===== config.mk =====
export PLATFORM = sky130hd
export DESIGN_NAME = per_ker_clk_sel_seq_flat
export DESIGN_NICKNAME = d
export VERILOG_FILES = /design/src/rtl/per_ker_clk_pkg.sv /design/src/rtl/per_ker_clk_sel_seq_if.sv /design/src/rtl/per_ker_seq_cnt.sv /design/src/rtl/per_ker_clk_sel_seq.sv /design/src/flat_wrapper.sv
export SDC_FILE = /design/constraint.sdc
export NUM_CORES = 1
export LEC_CHECK = 0
export CAP_MARGIN = 20
export CELL_PAD_IN_SITES_DETAIL_PLACEMENT = 1
export CELL_PAD_IN_SITES_GLOBAL_PLACEMENT = 1
export CORE_MARGIN = 3
export CORE_UTILIZATION = 41
export CTS_CLUSTER_DIAMETER = 50
export CTS_CLUSTER_SIZE = 10
export DETAILED_ROUTE_END_ITERATION = 12
export PLACE_DENSITY_LB_ADDON = 0.1
export SETUP_SLACK_MARGIN = 0.02
export SYNTH_ARGS = -nofsm -noshare
export SYNTH_HDL_FRONTEND = slang
export SYNTH_SLANG_ARGS = --single-unit
export TNS_END_PERCENT = 10

===== constraint.sdc =====
create_clock -name i_clk -period 2.1 [get_ports i_clk]
set_input_delay 0.21 -clock i_clk [delete_from_list [all_inputs] [get_ports i_clk]]
set_output_delay 0.21 -clock i_clk [all_outputs]
set_load 0.02 [all_outputs]

===== src/rtl/per_ker_clk_pkg.sv =====
// Shared types and sizing helpers for the per-peripheral kernel clock
// select sequencer.
package per_ker_clk_pkg;

    // Sequencer states; also exported on the debug state output.
    typedef enum logic [1:0] {
        IDLE     = 2'd0,
        GATE_OFF = 2'd1,
        WAIT_RDY = 2'd2,
        SETTLE   = 2'd3
    } seq_state_t;

    // Select width: enough bits for n sources, never less than one.
    function automatic int sel_w(input int n);
        return (n > 1) ? $clog2(n) : 1;
    endfunction

    // Counter width: must hold the largest load value of any wait state.
    function automatic int cnt_w(input int off_n, input int settle_n, input int tmo_n);
        int m;
        m = off_n;
        if (settle_n > m) m = settle_n;
        if (tmo_n > m) m = tmo_n;
        return $clog2(m + 1);
    endfunction

endpackage


===== src/rtl/per_ker_clk_sel_seq_if.sv =====
// Software-facing select port and kernel clock control of the sequencer.
//
// Handshake: sel_wr is a single-cycle pulse with no back-pressure; sel_wdata
// is valid only while sel_wr=1. A write that arrives while busy=1 is parked
// in a one-deep pending slot (latest wins). done pulses for one cycle when a
// sequence ends, whether by switching or by abort.
interface per_ker_clk_sel_seq_if
    import per_ker_clk_pkg::*;
#(
    parameter int KER_CLK_SRC_NUM = 5
);
    localparam int SEL_W = sel_w(KER_CLK_SRC_NUM);

    logic                       sel_wr;
    logic [SEL_W-1:0]           sel_wdata;
    logic [KER_CLK_SRC_NUM-1:0] src_rdy;
    logic                       err_clr;
    logic [SEL_W-1:0]           ker_clk_sel;
    logic                       ker_gate_en;
    logic                       busy;
    logic                       done;
    logic                       err_sel;
    logic                       err_tmo;
    seq_state_t                 dbg_state;

    modport master (
        output sel_wr, sel_wdata, src_rdy, err_clr,
        input  ker_clk_sel, ker_gate_en, busy, done, err_sel, err_tmo, dbg_state
    );

    modport slave (
        input  sel_wr, sel_wdata, src_rdy, err_clr,
        output ker_clk_sel, ker_gate_en, busy, done, err_sel, err_tmo, dbg_state
    );

endinterface


===== src/rtl/per_ker_seq_cnt.sv =====
// Loadable down-counter with zero flag, shared by every timed wait state of
// the sequencer. A load wins over counting; the count stops at zero.
module per_ker_seq_cnt #(
    parameter int W = 4
) (
    input  logic         i_clk,
    input  logic         rst_n,
    input  logic         load,
    input  logic [W-1:0] load_val,
    output logic         zero
);

    logic [W-1:0] cnt;

    // Load a new delay or count down towards zero.
    always_ff @(posedge i_clk or negedge rst_n) begin
        if (!rst_n) begin
            cnt <= '0;
        end else if (load) begin
            cnt <= load_val;
        end else if (cnt != '0) begin
            cnt <= cnt - W'(1);
        end
    end

    assign zero = (cnt == '0);

endmodule


===== src/rtl/per_ker_clk_sel_seq.sv =====
// Glitch-free kernel clock source switch sequencer: gate off, wait for the
// target source ready, apply the select, settle, gate back on.
// Optional feature macro: PER_KER_SEL_TIMEOUT_EN (ready-wait timeout + err_tmo).
module per_ker_clk_sel_seq
    import per_ker_clk_pkg::*;
#(
    parameter int KER_CLK_SRC_NUM = 5,
    parameter int RST_SEL         = 0,
    parameter int OFF_CYCLES      = 4,
    parameter int SETTLE_CYCLES   = 4,
    parameter int TIMEOUT_CYCLES  = 1024
) (
    input logic                    i_clk,
    input logic                    rst_n,
    per_ker_clk_sel_seq_if.slave   bus
);

    localparam int          SEL_W   = sel_w(KER_CLK_SRC_NUM);
    localparam int          CNT_W   = cnt_w(OFF_CYCLES, SETTLE_CYCLES, TIMEOUT_CYCLES);
    localparam int unsigned SRC_NUM = KER_CLK_SRC_NUM;

    localparam logic [CNT_W-1:0] OFF_LD    = CNT_W'(OFF_CYCLES - 1);
    localparam logic [CNT_W-1:0] SETTLE_LD = CNT_W'(SETTLE_CYCLES - 1);
`ifdef PER_KER_SEL_TIMEOUT_EN
    localparam logic [CNT_W-1:0] TMO_LD    = CNT_W'(TIMEOUT_CYCLES - 1);
`endif

    seq_state_t       state;
    logic [SEL_W-1:0] tgt;
    logic [SEL_W-1:0] sel_q;
    logic             gate_q;
    logic             busy_q;
    logic             done_q;
    logic             err_sel_q;
    logic             pend_vld;
    logic [SEL_W-1:0] pend_sel;

    logic             req_vld;
    logic [SEL_W-1:0] req_sel;
    logic             req_bad;
    logic             req_same;
    logic             tgt_rdy;
    logic             cnt_load;
    logic [CNT_W-1:0] cnt_val;
    logic             cnt_zero;

    // A fresh write in IDLE overrides anything left pending.
    assign req_vld  = bus.sel_wr | pend_vld;
    assign req_sel  = bus.sel_wr ? bus.sel_wdata : pend_sel;
    assign req_bad  = (32'(req_sel) >= SRC_NUM);
    assign req_same = (req_sel == sel_q);
    assign tgt_rdy  = bus.src_rdy[tgt];

    // Counter load on entry to each timed state.
    always_comb begin
        cnt_load = 1'b0;
        cnt_val  = '0;
        case (state)
            IDLE: begin
                if (req_vld && !req_bad && !req_same) begin
                    cnt_load = 1'b1;
                    cnt_val  = OFF_LD;
                end
            end
            GATE_OFF: begin
`ifdef PER_KER_SEL_TIMEOUT_EN
                if (cnt_zero) begin
                    cnt_load = 1'b1;
                    cnt_val  = TMO_LD;
                end
`endif
            end
            WAIT_RDY: begin
                if (tgt_rdy) begin
                    cnt_load = 1'b1;
                    cnt_val  = SETTLE_LD;
                end
            end
            default: begin
            end
        endcase
    end

    per_ker_seq_cnt #(.W(CNT_W)) u_cnt (
        .i_clk    (i_clk),
        .rst_n    (rst_n),
        .load     (cnt_load),
        .load_val (cnt_val),
        .zero     (cnt_zero)
    );

`ifdef PER_KER_SEL_TIMEOUT_EN
    logic err_tmo_q;
`endif

    // Sequencer FSM with registered outputs, pending slot and sticky errors.
    always_ff @(posedge i_clk or negedge rst_n) begin
        if (!rst_n) begin
            state     <= IDLE;
            tgt       <= SEL_W'(RST_SEL);
            sel_q     <= SEL_W'(RST_SEL);
            gate_q    <= 1'b1;
            busy_q    <= 1'b0;
            done_q    <= 1'b0;
            err_sel_q <= 1'b0;
            pend_vld  <= 1'b0;
            pend_sel  <= '0;
`ifdef PER_KER_SEL_TIMEOUT_EN
            err_tmo_q <= 1'b0;
`endif
        end else begin
            done_q <= 1'b0;
            // Clear first so a same-cycle error set below takes priority.
            if (bus.err_clr) err_sel_q <= 1'b0;
`ifdef PER_KER_SEL_TIMEOUT_EN
            if (bus.err_clr) err_tmo_q <= 1'b0;
`endif
            case (state)
                IDLE: begin
                    pend_vld <= 1'b0;
                    if (req_vld) begin
                        if (req_bad) begin
                            err_sel_q <= 1'b1;
                        end else if (!req_same) begin
                            tgt    <= req_sel;
                            state  <= GATE_OFF;
                            gate_q <= 1'b0;
                            busy_q <= 1'b1;
                        end
                    end
                end
                GATE_OFF: begin
                    if (cnt_zero) state <= WAIT_RDY;
                end
                WAIT_RDY: begin
                    if (tgt_rdy) begin
                        sel_q <= tgt;
                        state <= SETTLE;
                    end
`ifdef PER_KER_SEL_TIMEOUT_EN
                    else if (cnt_zero) begin
                        err_tmo_q <= 1'b1;
                        done_q    <= 1'b1;
                        gate_q    <= 1'b1;
                        busy_q    <= 1'b0;
                        state     <= IDLE;
                    end
`endif
                end
                SETTLE: begin
                    if (cnt_zero) begin
                        done_q <= 1'b1;
                        gate_q <= 1'b1;
                        busy_q <= 1'b0;
                        state  <= IDLE;
                    end
                end
                default: state <= IDLE;
            endcase
            // Writes during a sequence are parked; the target stays fixed.
            if (state != IDLE && bus.sel_wr) begin
                pend_vld <= 1'b1;
                pend_sel <= bus.sel_wdata;
            end
        end
    end

    assign bus.ker_clk_sel = sel_q;
    assign bus.ker_gate_en = gate_q;
    assign bus.busy        = busy_q;
    assign bus.done        = done_q;
    assign bus.err_sel     = err_sel_q;
    assign bus.dbg_state   = state;
`ifdef PER_KER_SEL_TIMEOUT_EN
    assign bus.err_tmo     = err_tmo_q;
`else
    assign bus.err_tmo     = 1'b0;
`endif

endmodule

===== src/flat_wrapper.sv =====
// flat-port wrapper written by rule: the top's interface ports become plain ports
module per_ker_clk_sel_seq_flat import per_ker_clk_pkg::*;
#(
    parameter int KER_CLK_SRC_NUM = 5,
    parameter int RST_SEL         = 0,
    parameter int OFF_CYCLES      = 4,
    parameter int SETTLE_CYCLES   = 4,
    parameter int TIMEOUT_CYCLES  = 1024
)
  (i_clk, rst_n, bus_sel_wr, bus_sel_wdata, bus_src_rdy, bus_err_clr, bus_ker_clk_sel, bus_ker_gate_en, bus_busy, bus_done, bus_err_sel, bus_err_tmo, bus_dbg_state);
  per_ker_clk_sel_seq_if #(.KER_CLK_SRC_NUM(KER_CLK_SRC_NUM)) bus_i ();
  input logic i_clk;
  input logic rst_n;
  input wire logic [$bits(bus_i.sel_wr)-1:0] bus_sel_wr;
  input wire logic [$bits(bus_i.sel_wdata)-1:0] bus_sel_wdata;
  input wire logic [$bits(bus_i.src_rdy)-1:0] bus_src_rdy;
  input wire logic [$bits(bus_i.err_clr)-1:0] bus_err_clr;
  output wire logic [$bits(bus_i.ker_clk_sel)-1:0] bus_ker_clk_sel;
  output wire logic [$bits(bus_i.ker_gate_en)-1:0] bus_ker_gate_en;
  output wire logic [$bits(bus_i.busy)-1:0] bus_busy;
  output wire logic [$bits(bus_i.done)-1:0] bus_done;
  output wire logic [$bits(bus_i.err_sel)-1:0] bus_err_sel;
  output wire logic [$bits(bus_i.err_tmo)-1:0] bus_err_tmo;
  output wire logic [$bits(bus_i.dbg_state)-1:0] bus_dbg_state;
  assign bus_i.sel_wr = bus_sel_wr;
  assign bus_i.sel_wdata = bus_sel_wdata;
  assign bus_i.src_rdy = bus_src_rdy;
  assign bus_i.err_clr = bus_err_clr;
  assign bus_ker_clk_sel = bus_i.ker_clk_sel;
  assign bus_ker_gate_en = bus_i.ker_gate_en;
  assign bus_busy = bus_i.busy;
  assign bus_done = bus_i.done;
  assign bus_err_sel = bus_i.err_sel;
  assign bus_err_tmo = bus_i.err_tmo;
  assign bus_dbg_state = bus_i.dbg_state;
  per_ker_clk_sel_seq #(.KER_CLK_SRC_NUM(KER_CLK_SRC_NUM), .RST_SEL(RST_SEL), .OFF_CYCLES(OFF_CYCLES), .SETTLE_CYCLES(SETTLE_CYCLES), .TIMEOUT_CYCLES(TIMEOUT_CYCLES)) u_core (.i_clk(i_clk), .rst_n(rst_n), .bus(bus_i));
endmodule

==> results by group <==
Yosys
  – Unique cell type count in the Yosys netlist: 36
  – Yosys top cell by area: dfrtp_1
  – Synth top area cells: dfrtp_1 44%, ha_1 5.1%, xor2_1 4.8%
  – Synth Warn #: 0
  – Post-synth ARST share: 100%
  – Register bit total from synthesis: 27
  – Yosys top cell area share: 44.4%
  – Commonest cells in the netlist: 26 x dfrtp_1, 17 x nor2_1, 10 x inv_1, 9 x nand2_1, 8 x xor2_1
  – Number of synthesized flops with an enable pin: 0
  – Mapped cell area: between 0.001 and 0.0015 sq mm
  – Post-synthesis sequential area ratio: 46.2%
  – Top-count cell post-synth: dfrtp_1
  – Syn avg cell area: around 11 sq um
  – Syn Inst Count: 138
  – Syn Nets: approximately 160
  – Ys flop type: dfrtp_1

Critical path
  – CP Launch Type: primary input
  – Top Family by Delay on Critical Path: buffers and inverters
  – Worst-path cell chain: clkdlybuf4s50_1 -> mux2i_1 -> xor2_1 -> and4_1 -> buf_4 -> nor4_1 -> o32ai_1
  – Crit-path max FO: 4
  – Critical Path End Type: register
  – Crit Path Class: in -> reg
  – CP arrival: approximately 2.1 ns
  – Crit. Startpoint: bus_sel_wr
  – Start of the worst register-to-register path: u_core.u_cnt.cnt[0]$_DFFE_PN0P_
  – Delay of the slowest critical-path stage: ~0.57 ns
  – Crit path max-delay cell type: clkdlybuf4s50_1
  – Worst EP required: around 2.3 ns
  – WP buf/inv: 2

Power
  – Internal power: ~1.5 mW
  – Sw Share: a little over two fifths
  – Sequential Power Share: 37.1%
  – P per Cell Area: around 1500 mW/mm^2
  – Maximum vdd drop: around 0.0006 V
  – Logic pwr share: 54.6%
  – Psw: roughly 1.2 mW
  – Leak: 0.810 nW
  – Clock share of power: a little over 8%

Job
  – Maximum Capacitance Violations: 0

Cells and area
  – Filler cells: 373
  – Layout area overhead: 23.1%
  – # diodes: 0
  – Final cell count without fillers: 213
  – Final nets: 186
  – Share of cells above drive strength 1: between 10% and 20%
  – Combined area of the multi-input logic cells: between 700 and 800 sq um
  – Register area: approximately 680 sq um
  – Util after Layout: around 53%

Placed design
  – Placed Cells: between 200 and 250
  – Routability cong.: ~0.8
  – Post-detail-place hpwl: ~2500 um
  – Buffers on Ports: 20

Min path
  – Hold Path Class: in -> async

Floorplanning
  – Floorplan row count: 21
  – Die width: ~66 um
  – Initial Util: 43.2%
  – Die area: between 0.004 and 0.005 sq mm
  – Die extent in y: 65.8 um
  – I/O pin cnt: 22
  – Total core area: roughly 0.0034 sq mm

Clocking
  – Clk buf depth: 2
  – Reg clk slew, reported paths: approximately 0.14 ns
  – CTS Buf Count: 3
  – Setup bufs post-CTS: 0
  – H-tree depth: 1
  – Clock sink count: 27
  – # hold bufs at CTS: 0
  – Clock root buffer: clkbuf_4
  – Clock Latency Late Sink: around 0.32 ns
  – Post-cts resize count: 0
  – CTS tree: yes

Route
  – Remaining routing DRC violations: 0
  – Drt wl/cell: ~15 um
  – Metal3 WL: roughly 67 um
  – Vias per std cell: 5.35
  – DRT iter0 DRCs: 19
  – WL met2: between 1500 and 2000 um
  – Antenna viol nets, final: 0
  – First-pass DRT Iterations: 4
  – Highest metal layer with signal wires: met4
  – Vias: around 1100
  – Met1 WL: ~1200 um
  – Routed WL: 3190 um

Global route
  – Overall fraction of global-route tracks in use: approximately 18%
  – First-pass GRT wire length: approximately 6000 um
  – Pin count of the biggest net entering global routing: 28
  – Vias in the first global route: between 1000 and 1500
  – Grt ovf: 0
  – Initial antenna violation count: 0

Timing
  – RSZ-0062 raised after global routing: false
  – Min Hold Slack: between 0.2 and 0.3 ns
  – Final Setup Violations: 0
  – Tightest Pin Transition: slightly below 0.5 ns
  – F_max: around 520 MHz
  – Final worst path period share: 92.4%
  – Slew Limit Fails: 0
  – Final min period: 1.94 ns
  – Worst slew margin: approximately 67%
  – Setup TNS: 0 ns
  – Clk_skew: ~0.0028 ns
  – Final Hold Viols: 0

Status
  – Status: complete, no violations
layer usage:
metal  up-vias  global-route usage, %
met1       583                   18.7
met2        11                   35.2
met5         -                      0
met3         4                   3.06
li1        541                      -
met4         0                   5.44
cell usage in the layout (no fill, tap or decap), types with 2 or more instances in the layout:
cell type,instances
xor2_1,8
xnor2_1,3
o21a_1,2
nor2_1,17
dfrtp_1,26
buf_4,7
nor4_1,2
nand2_1,9
mux2_2,5
clkbuf_4,3
o211ai_1,2
o32a_1,2
ha_1,6
inv_1,10
nand3b_1,3
nand3_1,6
clkdlybuf4s50_1,20
o21ai_0,7
mux2i_1,6
nor4_4,3
worst paths after layout:
| kind | endpoint | slack (ns) | depth (start not counted) |
|---|---|---|---|
| setup / recovery | u_core.bus.busy$_DFFE_PN0P_ | 0.16 | 7 |
| hold / removal | u_core.u_cnt.cnt[3]$_DFFE_PN0P_ | 0.26 | 2 |
| setup reg to reg | u_core.bus.dbg_state[1]$_DFFE_PN0P_ | 0.19 | 7 |
| hold reg to reg | u_core.tgt[1]$_DFFE_PN0P_ | 0.52 | 2 |
| max in group asynchronous | u_core.bus.ker_gate_en$_DFFE_PN1P_ | 1.53 | 2 |
| min in group i_clk | u_core.bus.err_sel$_DFF_PN0_ | 0.43 | 2 |
final cells by class:
class,instances,area share [%]
multi-input cells,98,40.6
flip-flops and latches,27,37.5
repair buffers,28,15.1
well taps,46,3.19
inverters,10,2.08
clock buffers,4,1.46
cells by family after synthesis:
| logic type | count (synthesis) | synth area share, % |
|---|---|---|
| compound gates | 20 | 9.31 |
| xor+xnor | 11 | 6.58 |
| fa+ha+maj | 6 | 5.12 |
| buf+inv | 13 | 3.93 |
| flops | 27 | 46.2 |
| mux | 12 | 8.71 |
| other cells | 1 | 0.256 |
| simple gates | 48 | 19.9 |
power groups by stage:
stage               clock network, mW  registers, mW  logic [mW]
detailed placement                  0           1.02        1.47
finish                          0.223           1.00        1.47
CTS                             0.238           1.01        1.49
global route                    0.259           1.05        1.66
global placement                    0           1.00        1.42
floorplan                           0           1.04       0.913
sequential cells by signal, indices dropped and copies added, names as in the netlist:
| signal | flops |
|---|---|
| u_core.bus.busy | 1 |
| u_core.pend_sel | 3 |
| u_core.u_cnt.cnt | 11 |
| u_core.bus.done | 1 |
| u_core.bus.err_sel | 1 |
| u_core.bus.ker_clk_sel | 3 |
| u_core.bus.ker_gate_en | 1 |
| u_core.bus.dbg_state | 2 |
| u_core.tgt | 3 |
| u_core.pend_vld | 1 |
through the flow:
stage | setup WS [ns] | area (sq um) | total power, mW
2_1_floorplan | 0.244 | 1470 | 1.96
3_3_place_gp | -0.0575 | 1780 | 2.42
3_5_place_dp | -0.190 | 1780 | 2.49
4_1_cts | 0.131 | 1800 | 2.74
5_1_grt | 0.0399 | 1800 | 2.96
6_report | 0.159 | 1800 | 2.70
(Power assumes the default switching activity.)
